## src/rtl/block_adaptive_scaler_if.sv

```systemverilog
// Stream bundle for the block-floating-point scaler: sample input,
// scaled output and static configuration.
interface block_adaptive_scaler_if #(
    parameter int IN_W  = 16,
    parameter int OUT_W = 12,
    parameter int EXP_W = 4
);
    logic                    in_valid;
    logic                    in_ready;
    logic signed [IN_W-1:0]  in_data;
    logic                    cfg_fixed_en;
    logic [EXP_W-1:0]        cfg_fixed_shift;
    logic                    out_valid;
    logic                    out_ready;
    logic signed [OUT_W-1:0] out_data;
    logic [EXP_W-1:0]        out_exp;
    logic                    out_last;

    modport master (
        output in_valid, in_data, cfg_fixed_en, cfg_fixed_shift, out_ready,
        input  in_ready, out_valid, out_data, out_exp, out_last
    );

    modport slave (
        input  in_valid, in_data, cfg_fixed_en, cfg_fixed_shift, out_ready,
        output in_ready, out_valid, out_data, out_exp, out_last
    );
endinterface

```

## src/rtl/block_adaptive_scaler.sv

```systemverilog
// Block floating-point scaler: buffers BLK_LEN signed samples, finds the
// block peak magnitude and drains the block with one common right shift
// (optionally rounded) and saturation to OUT_W bits.
module block_adaptive_scaler #(
    parameter int IN_W    = 16,
    parameter int OUT_W   = 12,
    parameter int BLK_LEN = 8,
    parameter int EXP_W   = 4,
    parameter int ROUND   = 0
) (
    input  logic                   clk,
    input  logic                   rst_n,
    block_adaptive_scaler_if.slave bus
);
    localparam int                IDX_W     = $clog2(BLK_LEN);
    localparam logic [IDX_W-1:0]  LAST_IDX  = IDX_W'(BLK_LEN - 1);
    localparam int unsigned       MAX_ADAPT = IN_W - OUT_W;
    localparam logic [EXP_W-1:0]  MAX_SHIFT = EXP_W'(IN_W - 1);
    localparam logic [IN_W-1:0]   OUT_LIM   = IN_W'(2 ** (OUT_W - 1));
    localparam logic signed [IN_W:0] SAT_HI = (IN_W+1)'(2 ** (OUT_W - 1) - 1);
    localparam logic signed [IN_W:0] SAT_LO = -(IN_W+1)'(2 ** (OUT_W - 1));

    typedef enum logic [1:0] {FILL, CALC, DRAIN} state_e;

    state_e                 state_q, state_d;
    logic [IDX_W-1:0]       wr_idx_q, wr_idx_d;
    logic [IDX_W-1:0]       rd_idx_q, rd_idx_d;
    logic [IN_W-2:0]        peak_q, peak_d;
    logic [EXP_W-1:0]       shift_q, shift_d;
    logic                   fixed_en_q, fixed_en_d;
    logic [EXP_W-1:0]       fixed_shift_q, fixed_shift_d;
    logic signed [IN_W-1:0] buf_q [BLK_LEN];

    logic [IN_W-2:0]        mag;
    logic [EXP_W-1:0]       adapt_shift;
    logic [EXP_W-1:0]       fixed_sel;
    logic                   found;
    logic signed [IN_W-1:0] sel;
    logic signed [IN_W:0]   ext, rnd, sum, shifted;
    logic signed [OUT_W-1:0] sat_val;

    // One's-complement magnitude: -2^(IN_W-1) folds onto 2^(IN_W-1)-1.
    assign mag = bus.in_data[IN_W-2:0] ^ {(IN_W-1){bus.in_data[IN_W-1]}};

    // Smallest shift that brings the peak under the output range.
    always_comb begin
        adapt_shift = EXP_W'(MAX_ADAPT);
        found       = 1'b0;
        for (int unsigned s = 0; s <= MAX_ADAPT; s++) begin
            if (!found && ({1'b0, peak_q >> s} < OUT_LIM)) begin
                adapt_shift = EXP_W'(s);
                found       = 1'b1;
            end
        end
        fixed_sel = (fixed_shift_q > MAX_SHIFT) ? MAX_SHIFT : fixed_shift_q;
    end

    // Scale the sample at the read pointer: widen, round, shift, saturate.
    always_comb begin
        sel = buf_q[rd_idx_q];
        ext = {sel[IN_W-1], sel};
        rnd = '0;
        if (ROUND != 0 && shift_q != '0) begin
            rnd = (IN_W+1)'(1) <<< (shift_q - 1'b1);
        end
        sum     = ext + rnd;
        shifted = sum >>> shift_q;
        if (shifted > SAT_HI) begin
            sat_val = SAT_HI[OUT_W-1:0];
        end else if (shifted < SAT_LO) begin
            sat_val = SAT_LO[OUT_W-1:0];
        end else begin
            sat_val = shifted[OUT_W-1:0];
        end
    end

    // Sample buffer; contents are only meaningful between FILL and DRAIN.
    always_ff @(posedge clk) begin
        if (state_q == FILL && bus.in_valid) begin
            buf_q[wr_idx_q] <= bus.in_data;
        end
    end

    // State and control registers.
    always_ff @(posedge clk or negedge rst_n) begin
        if (!rst_n) begin
            state_q       <= FILL;
            wr_idx_q      <= '0;
            rd_idx_q      <= '0;
            peak_q        <= '0;
            shift_q       <= '0;
            fixed_en_q    <= 1'b0;
            fixed_shift_q <= '0;
        end else begin
            state_q       <= state_d;
            wr_idx_q      <= wr_idx_d;
            rd_idx_q      <= rd_idx_d;
            peak_q        <= peak_d;
            shift_q       <= shift_d;
            fixed_en_q    <= fixed_en_d;
            fixed_shift_q <= fixed_shift_d;
        end
    end

    // Next-state and control-register updates.
    always_comb begin
        state_d       = state_q;
        wr_idx_d      = wr_idx_q;
        rd_idx_d      = rd_idx_q;
        peak_d        = peak_q;
        shift_d       = shift_q;
        fixed_en_d    = fixed_en_q;
        fixed_shift_d = fixed_shift_q;
        case (state_q)
            FILL: begin
                if (bus.in_valid) begin
                    peak_d = (mag > peak_q) ? mag : peak_q;
                    if (wr_idx_q == LAST_IDX) begin
                        wr_idx_d      = '0;
                        fixed_en_d    = bus.cfg_fixed_en;
                        fixed_shift_d = bus.cfg_fixed_shift;
                        state_d       = CALC;
                    end else begin
                        wr_idx_d = wr_idx_q + 1'b1;
                    end
                end
            end
            CALC: begin
                shift_d = fixed_en_q ? fixed_sel : adapt_shift;
                state_d = DRAIN;
            end
            DRAIN: begin
                if (bus.out_ready) begin
                    if (rd_idx_q == LAST_IDX) begin
                        rd_idx_d = '0;
                        peak_d   = '0;
                        state_d  = FILL;
                    end else begin
                        rd_idx_d = rd_idx_q + 1'b1;
                    end
                end
            end
            default: state_d = FILL;
        endcase
    end

    // Handshake and data outputs decoded from the current state.
    always_comb begin
        bus.in_ready  = 1'b0;
        bus.out_valid = 1'b0;
        bus.out_data  = '0;
        bus.out_exp   = '0;
        bus.out_last  = 1'b0;
        case (state_q)
            FILL:  bus.in_ready = 1'b1;
            DRAIN: begin
                bus.out_valid = 1'b1;
                bus.out_data  = sat_val;
                bus.out_exp   = shift_q;
                bus.out_last  = (rd_idx_q == LAST_IDX);
            end
            default: ;
        endcase
    end
endmodule

```

## src/flat_wrapper.sv

```systemverilog
// flat-port wrapper written by rule: the top's interface ports become plain ports
module block_adaptive_scaler_flat 
#(
    parameter int IN_W    = 16,
    parameter int OUT_W   = 12,
    parameter int BLK_LEN = 8,
    parameter int EXP_W   = 4,
    parameter int ROUND   = 0
)
  (clk, rst_n, bus_in_valid, bus_in_data, bus_cfg_fixed_en, bus_cfg_fixed_shift, bus_out_ready, bus_in_ready, bus_out_valid, bus_out_data, bus_out_exp, bus_out_last);
  block_adaptive_scaler_if #(.IN_W(IN_W), .OUT_W(OUT_W), .EXP_W(EXP_W)) bus_i ();
  input  logic clk;
  input  logic rst_n;
  input wire logic [$bits(bus_i.in_valid)-1:0] bus_in_valid;
  input wire logic [$bits(bus_i.in_data)-1:0] bus_in_data;
  input wire logic [$bits(bus_i.cfg_fixed_en)-1:0] bus_cfg_fixed_en;
  input wire logic [$bits(bus_i.cfg_fixed_shift)-1:0] bus_cfg_fixed_shift;
  input wire logic [$bits(bus_i.out_ready)-1:0] bus_out_ready;
  output wire logic [$bits(bus_i.in_ready)-1:0] bus_in_ready;
  output wire logic [$bits(bus_i.out_valid)-1:0] bus_out_valid;
  output wire logic [$bits(bus_i.out_data)-1:0] bus_out_data;
  output wire logic [$bits(bus_i.out_exp)-1:0] bus_out_exp;
  output wire logic [$bits(bus_i.out_last)-1:0] bus_out_last;
  assign bus_i.in_valid = bus_in_valid;
  assign bus_i.in_data = bus_in_data;
  assign bus_i.cfg_fixed_en = bus_cfg_fixed_en;
  assign bus_i.cfg_fixed_shift = bus_cfg_fixed_shift;
  assign bus_i.out_ready = bus_out_ready;
  assign bus_in_ready = bus_i.in_ready;
  assign bus_out_valid = bus_i.out_valid;
  assign bus_out_data = bus_i.out_data;
  assign bus_out_exp = bus_i.out_exp;
  assign bus_out_last = bus_i.out_last;
  block_adaptive_scaler #(.IN_W(IN_W), .OUT_W(OUT_W), .BLK_LEN(BLK_LEN), .EXP_W(EXP_W), .ROUND(ROUND)) u_core (.clk(clk), .rst_n(rst_n), .bus(bus_i));
endmodule
```

## config.mk

```make
export PLATFORM = sky130hd
export DESIGN_NAME = block_adaptive_scaler_flat
export DESIGN_NICKNAME = d
export VERILOG_FILES = /design/src/rtl/block_adaptive_scaler_if.sv /design/src/rtl/block_adaptive_scaler.sv /design/src/flat_wrapper.sv
export SDC_FILE = /design/constraint.sdc
export NUM_CORES = 1
export LEC_CHECK = 0
export BUFFER_PORTS_ARGS = -buffer_cell sky130_fd_sc_hd__clkbuf_2
export CAP_MARGIN = 20
export CORE_ASPECT_RATIO = 0.75
export CORE_MARGIN = 4
export CORE_UTILIZATION = 60
export DETAILED_ROUTE_END_ITERATION = 7
export HOLD_SLACK_MARGIN = 0.15
export PLACE_DENSITY = 0.8
export SETUP_SLACK_MARGIN = 0.2
export SYNTH_ARGS = -nofsm -noshare
export SYNTH_HDL_FRONTEND = slang
export SYNTH_SLANG_ARGS = --single-unit
```

## constraint.sdc

```tcl
create_clock -name clk -period 4.2 [get_ports clk]
set_input_delay 0.42 -clock clk [delete_from_list [all_inputs] [get_ports clk]]
set_output_delay 0.42 -clock clk [all_outputs]
set_load 0.02 [all_outputs]
```

# Word level (Yosys, flattened, before mapping)
# Memory sizes are Yosys's and may differ from the RTL's.
# Cells that the tools add are included.
# op_classes
add_sub_neg	2
order_cmp	9
eq_ne	9
shift	1
n_mux	32
bitwise_logic	1
reduce_logical	16
# op_table
cell	n
2-to-1 mux 15 bit	4
2-to-1 mux 12 bit	3
case mux 15 bit (2 select lines)	1
2-to-1 mux 4 bit	7
> comparator 17 x 12 -> 1 bit, second input constant	1
< comparator 17 x 12 -> 1 bit, second input constant	1
>>> shifter 16 x 4 -> 17 bit	1
> comparator 15 bit	1
< comparator 15 x 12 -> 1 bit, second input constant	1
XOR 15 bit	1
< comparator 14 x 12 -> 1 bit, second input constant	1
< comparator 13 x 12 -> 1 bit, second input constant	1
< comparator 11 x 12 -> 1 bit, second input constant	1
< comparator 12 bit, second input constant	1
2-to-1 mux 1 bit	9
2-to-1 mux 3 bit	3
2-to-1 mux 2 bit	4
!= test 2 bit, second input constant	4
adder 3 x 1 -> 3 bit, second input constant	2
== test 3 bit, second input constant	2
case mux 2 bit (3 select lines)	1
logical AND 1 bit	5
AND reduction 5 bit	1
> comparator 4 bit, second input constant	1
other kinds (9)	13
# word_totals
regBits	32
ramBits	128
out_inout_bits	19
mem_count	1
# mem_list
memory	words	word_bits	read_ports	rd_ports_with_merged_regs	wr	line_no	rtl
u_core.buf_q	8	16	1	0	1	block_adaptive_scaler.sv:32	logic signed [IN_W-1:0] buf_q [BLK_LEN];

# Longest topological paths before layout
# logic_depth
depth_word	15
ltp_mapped	13
depth_no_buf	10

# Worst setup path before layout
# No wires, ideal clock.
# synth_timing
path_kind	in2reg
startpoint	input port bus_in_data[15]
endpoint	register u_core.peak_q[0]
setup_ns	0.136
arrival_ns	3.235
required_time_ns	4.064
path_slack_ns	0.829
stages	13
cell_sequence	clkbuf_1 buf_1 xor2_1 ha_1 nor2b_1 o21a_1 o21a_1 o211ai_1 a2111oi_0 o21ai_0 a21oi_1 clkbuf_1 o22ai_1
# synth_between
elab_chain_len	4
elab_cells_between_ends	7
classes_between	1 x order compare; 1 x eq/ne; 3 x mux; 1 x bitwise; 1 x reduce/logical
# synth_lines
item	line_no	rtl
from (decl)	flat_wrapper.sv:15	input wire logic [$bits(bus_i.in_data)-1:0] bus_in_data;
XOR 15 bit *	block_adaptive_scaler.sv:43	assign mag = bus.in_data[IN_W-2:0] ^ {(IN_W-1){bus.in_data[IN_W-1]}};
> comparator 15 bit or 2-to-1 mux 15 bit (tied branches)	block_adaptive_scaler.sv:117	peak_d = (mag > peak_q) ? mag : peak_q;
!= test 2 bit (no line) or 2-to-1 mux 15 bit (tied branches)	-	
AND reduction 5 bit (no line) or case mux 15 bit (2 select lines) (tied branches)	-	
to (signal assigned)	block_adaptive_scaler.sv:98	peak_q <= peak_d;
to (decl)	block_adaptive_scaler.sv:28	logic [IN_W-2:0] peak_q, peak_d;
# Mark *: on every way between the ends. The rest lies on a longest branch, timed or not. The select of a mux whose other input is x is not followed.
# A chain may end at the register's enable or synchronous reset.

# Final worst setup path
# layout_timing
startpoint	register u_core.rd_idx_q[1]
endpoint	output port bus_out_data[1]
# layout_between
elab_chain_len	6
elab_cells_between_ends	7
classes_between	2 x order compare; 1 x shift; 3 x mux; 1 x memory
# layout_lines
item	line_no	rtl
from (decl)	block_adaptive_scaler.sv:27	logic [IDX_W-1:0] rd_idx_q, rd_idx_d;
from (signal assigned)	block_adaptive_scaler.sv:97	rd_idx_q <= rd_idx_d;
memory (8 x 16 bit) *	-	
>>> shifter 16 x 4 -> 17 bit *	block_adaptive_scaler.sv:67	shifted = sum >>> shift_q;
< comparator 17 x 12 -> 1 bit	block_adaptive_scaler.sv:70	end else if (shifted < SAT_LO) begin
2-to-1 mux 12 bit	block_adaptive_scaler.sv:70	
2-to-1 mux 12 bit *	block_adaptive_scaler.sv:68	if (shifted > SAT_HI) begin
2-to-1 mux 12 bit *	block_adaptive_scaler.sv:154	case (state_q)
to (decl)	flat_wrapper.sv:21	output wire logic [$bits(bus_i.out_data)-1:0] bus_out_data;
# Mark *: on every way between the ends. The rest lies on a longest branch, timed or not.

==> impl_metrics.yaml <==
synth:
  synthTopCellsByArea: "edfxtp_1, dfrtp_1, mux4_2, ha_1, nand2_1"
  netlist_area_um2: 7760
  synthFlopType: "edfxtp_1"
  ys_warn_count: 0
  syn-num-nets: 593
  synth.distinct_cells: 63
  synth-seq-cells: 160
  synthArstFlopShare: 0.2000
  synthCells: 549
  synth-seq-area-share: 0.5985
  synth_common_cells: "edfxtp_1, nand2_1, dfrtp_1, nor2_1"
  synth_enable_flop_cells: 128
  synth_top_cell_by_area: "edfxtp_1"
  synth_top_area_share: 0.4953
  yosysMostFrequentCell: "edfxtp_1"
  syn_area_per_cell_um2: 14.13
pwr:
  clkPwrFrac: 0.220
  power.switching_uw: 2668
  switching_share: 0.3985
  vdd_drop_max_v: 0.0005379
  p_per_area_nw_per_um2: 760.1
  power_frac_seq: 0.330
  p_leak_uw: 0.003327
  pwr-share-comb: 0.450
  p_int_uw: 4027
clock_network:
  clockBufferDepth: 2
  clockRootBuffer: "clkbuf_16"
  htree_num_levels: 4
  tritoncts: "built"
  clk_latency_ps: 430
  clk_pin_slew_ps: 70
  cts.sinks: 160
  numCtsBuffers: 17
timing:
  fin_setup_tns_ps: 0
  setup_viol_count_final: 0
  post-route-period-util: 0.8973
  tightest_slew_ps: 1047
  fin_ws_ps: 431.4
  drv_slew: 0
  min_period_ps: 3769
  clock-skew-final_ps: 10.71
  final_hold_viol_count: 0
  rsz0062_at_grt: "no"
  whs_ps: 224.8
  max_freq_mhz: 265.4
  slew_headroom: 0.3000
setup_path:
  crit_arrival_ps: 3350
  cp_max_fo: 13
  r2r_start: "u_core.peak_q[1]$_DFFE_PN0P_"
  end_kind: "primary output"
  path_cells: "buf_4 -> mux4_2 -> mux2_2 -> mux2i_4 -> o22ai_1 -> a311oi_1 -> a21o_1 -> nand2_1 -> clkbuf_2"
  reg2reg_setup_slack_ps: 1450
  startpoint_type: "register"
  rr_endpoint: "u_core.peak_q[0]$_DFFE_PN0P_"
  path_buf_inv: 2
  cp_slowest_stage_delay_ps: 560
  cp.required_ps: 3780
  worst-r2r-cell-count: 11
  crit_family: "multiplexers"
  path_class: "reg -> out"
  critPathSlowestCell: "mux4_2"
routing:
  wl_per_cell_um: 23.15
  viasPerCell: 6.309
  drtPass1Iterations: 7
  via_count: 4940
  drt-total-wl_um: 18130
  drc_errors: 0
  drt_iter0_drc: 554
  antenna_left: 0
global_route:
  grt_use_met2: 0.3990
  busiest_layer: "met2"
  grt_max_degree: 33
  grt_pass1_vias: 4969
  antenna_found_initial: 1
  grtUsageTotal: 0.2547
  grt_remaining_overflow: 0
  gr-usage-met1: 0.3481
  grt_pass1_wl_um: 28520
  met3_usage: 0.06655
hold_path:
  whs_endpoint: "u_core.fixed_shift_q[0]$_DFFE_PN0P_"
  hold_depth: 2
  hp-class: "in -> reg"
  hp-start: "bus_cfg_fixed_shift[0]"
layout:
  stdcell_area_um2: 8807
  nets: 648
  drive_gt1_frac: 0.2707
  n_antenna_cell: 0
  syn2layout_area_growth_pct: 13.50
  layout.cells.non_filler: 783
floorplanning:
  rows: 35
  io_pins: 44
  core_um2: 12480
  fp.dieArea_um2: 14840
  start_util: 0.6218
  fp.dieW_um: 139.3
  die_h_um: 106.5
placement:
  io_buffers: 43
  postPlaceCellArea_um2: 8134
  placedCellCount: 740
  routabilityCongestion: 0.9421
  pre_cts_ws_ps: 594.4
  dpl.hpwl_um: 11910
run:
  maxCapViolations: 0
outcome:
  outcome: "finished, final reports clean"
==> state kept, by name (all words and copies together), names as in the netlist <==
name and count:
u_core.buf_q 128, u_core.peak_q 15, u_core.fixed_shift_q 4, u_core.shift_q 4, u_core.rd_idx_q 3, u_core.wr_idx_q 3, u_core.state_q 2, u_core.fixed_en_q 1
==> worst max path at each step <==
stage,start,endpoint,depth (start not counted)
2_1_floorplan,bus_in_data[15],u_core.peak_q[0]$_DFFE_PN0P_,13
3_5_place_dp,u_core.rd_idx_q[1]$_DFFE_PN0P_,bus_out_data[1],9
5_1_grt,u_core.shift_q[0]$_DFFE_PN0N_,bus_out_data[7],9
3_3_place_gp,u_core.rd_idx_q[1]$_DFFE_PN0P_,bus_out_data[1],9
4_1_cts,u_core.shift_q[0]$_DFFE_PN0N_,bus_out_data[7],8
6_report,u_core.rd_idx_q[1]$_DFFE_PN0P_,bus_out_data[1],9
==> metrics by stage <==
stage / util / total power (uW)
6_report: 0.7057 / 6695
5_1_grt: 0.7057 / 7092
4_1_cts: 0.6993 / 6630
3_5_place_dp: 0.6517 / 5115
3_3_place_gp: 0.6517 / 5032
2_1_floorplan: - / 4370
==> cells in the final DEF, fill, tap and decap left out, types with 3 or more instances in the layout <==
cell type,Yosys,routed
ha_1,19,19
nand4_1,4,4
a211oi_1,5,5
o22ai_1,9,9
o21ai_0,27,27
nand3_1,8,8
o21ai_2,5,5
a221oi_1,3,3
a21oi_1,10,10
inv_1,20,19
nor2b_1,3,3
and2_1,5,5
clkinvlp_4,0,3
xor2_1,14,14
o21a_1,3,3
mux2i_1,15,15
inv_8,0,3
mux4_1,5,5
mux4_2,27,27
o21ai_1,3,3
buf_4,3,22
nor3_4,0,4
nand2b_1,9,9
dfrtp_1,32,31
a21o_1,9,9
a22oi_1,3,3
clkbuf_2,0,43
edfxtp_1,128,128
clkbuf_16,0,17
inv_6,0,6
nand2_1,56,56
mux2_2,18,18
nor2_1,29,29
nor3_1,13,9
==> cells by family after synthesis <==
kind of cell               after synthesis  share of synthesized area
buffers and inverters                   50                    0.03434
DFF                                    160                     0.5985
xor gates and xnor gates                15                    0.01693
muxes                                   70                     0.1511
and+or+nand+nor                        136                    0.07981
adders and majority gates               19                    0.03064
AOI/OAI and AO/OA                       99                    0.08868
==> per-layer routing <==
metal	vias up	share of wire
met3	35	0.080
met2	238	0.48
met4	2	0.025
li1	2222	-
met5	-	0.00066
met1	2443	0.41
==> final cells by class <==
class | instances | area, um^2
clock buffer | 18 | 429.2
clock inverter | 14 | 142.6
fill | 838 | 3674
inverter | 20 | 78.83
multi-input combinational | 339 | 2910
sequential | 160 | 4648
tap | 166 | 207.7
timing repair buffer | 66 | 390.4
==> timing repair <==
| item | CTS | global route |
|---|---|---|
| endpoints found under the hold margin | 32 | 0 |
| hold buffers | 1 | 0 |
| resized for setup | 2 | 1 |
| setup buffers | 0 | 10 |
| setup endpoints to repair | 11 | 10 |
==> power groups by stage <==
stage	registers [uW]	clock network [uW]	logic [uW]
3_5_place_dp	2240	0	2870
4_1_cts	2220	1490	2920
5_1_grt	2230	1570	3290
3_3_place_gp	2220	0	2810
2_1_floorplan	2100	0	2270
6_report	2210	1470	3010
(Power assumes the default switching activity.)
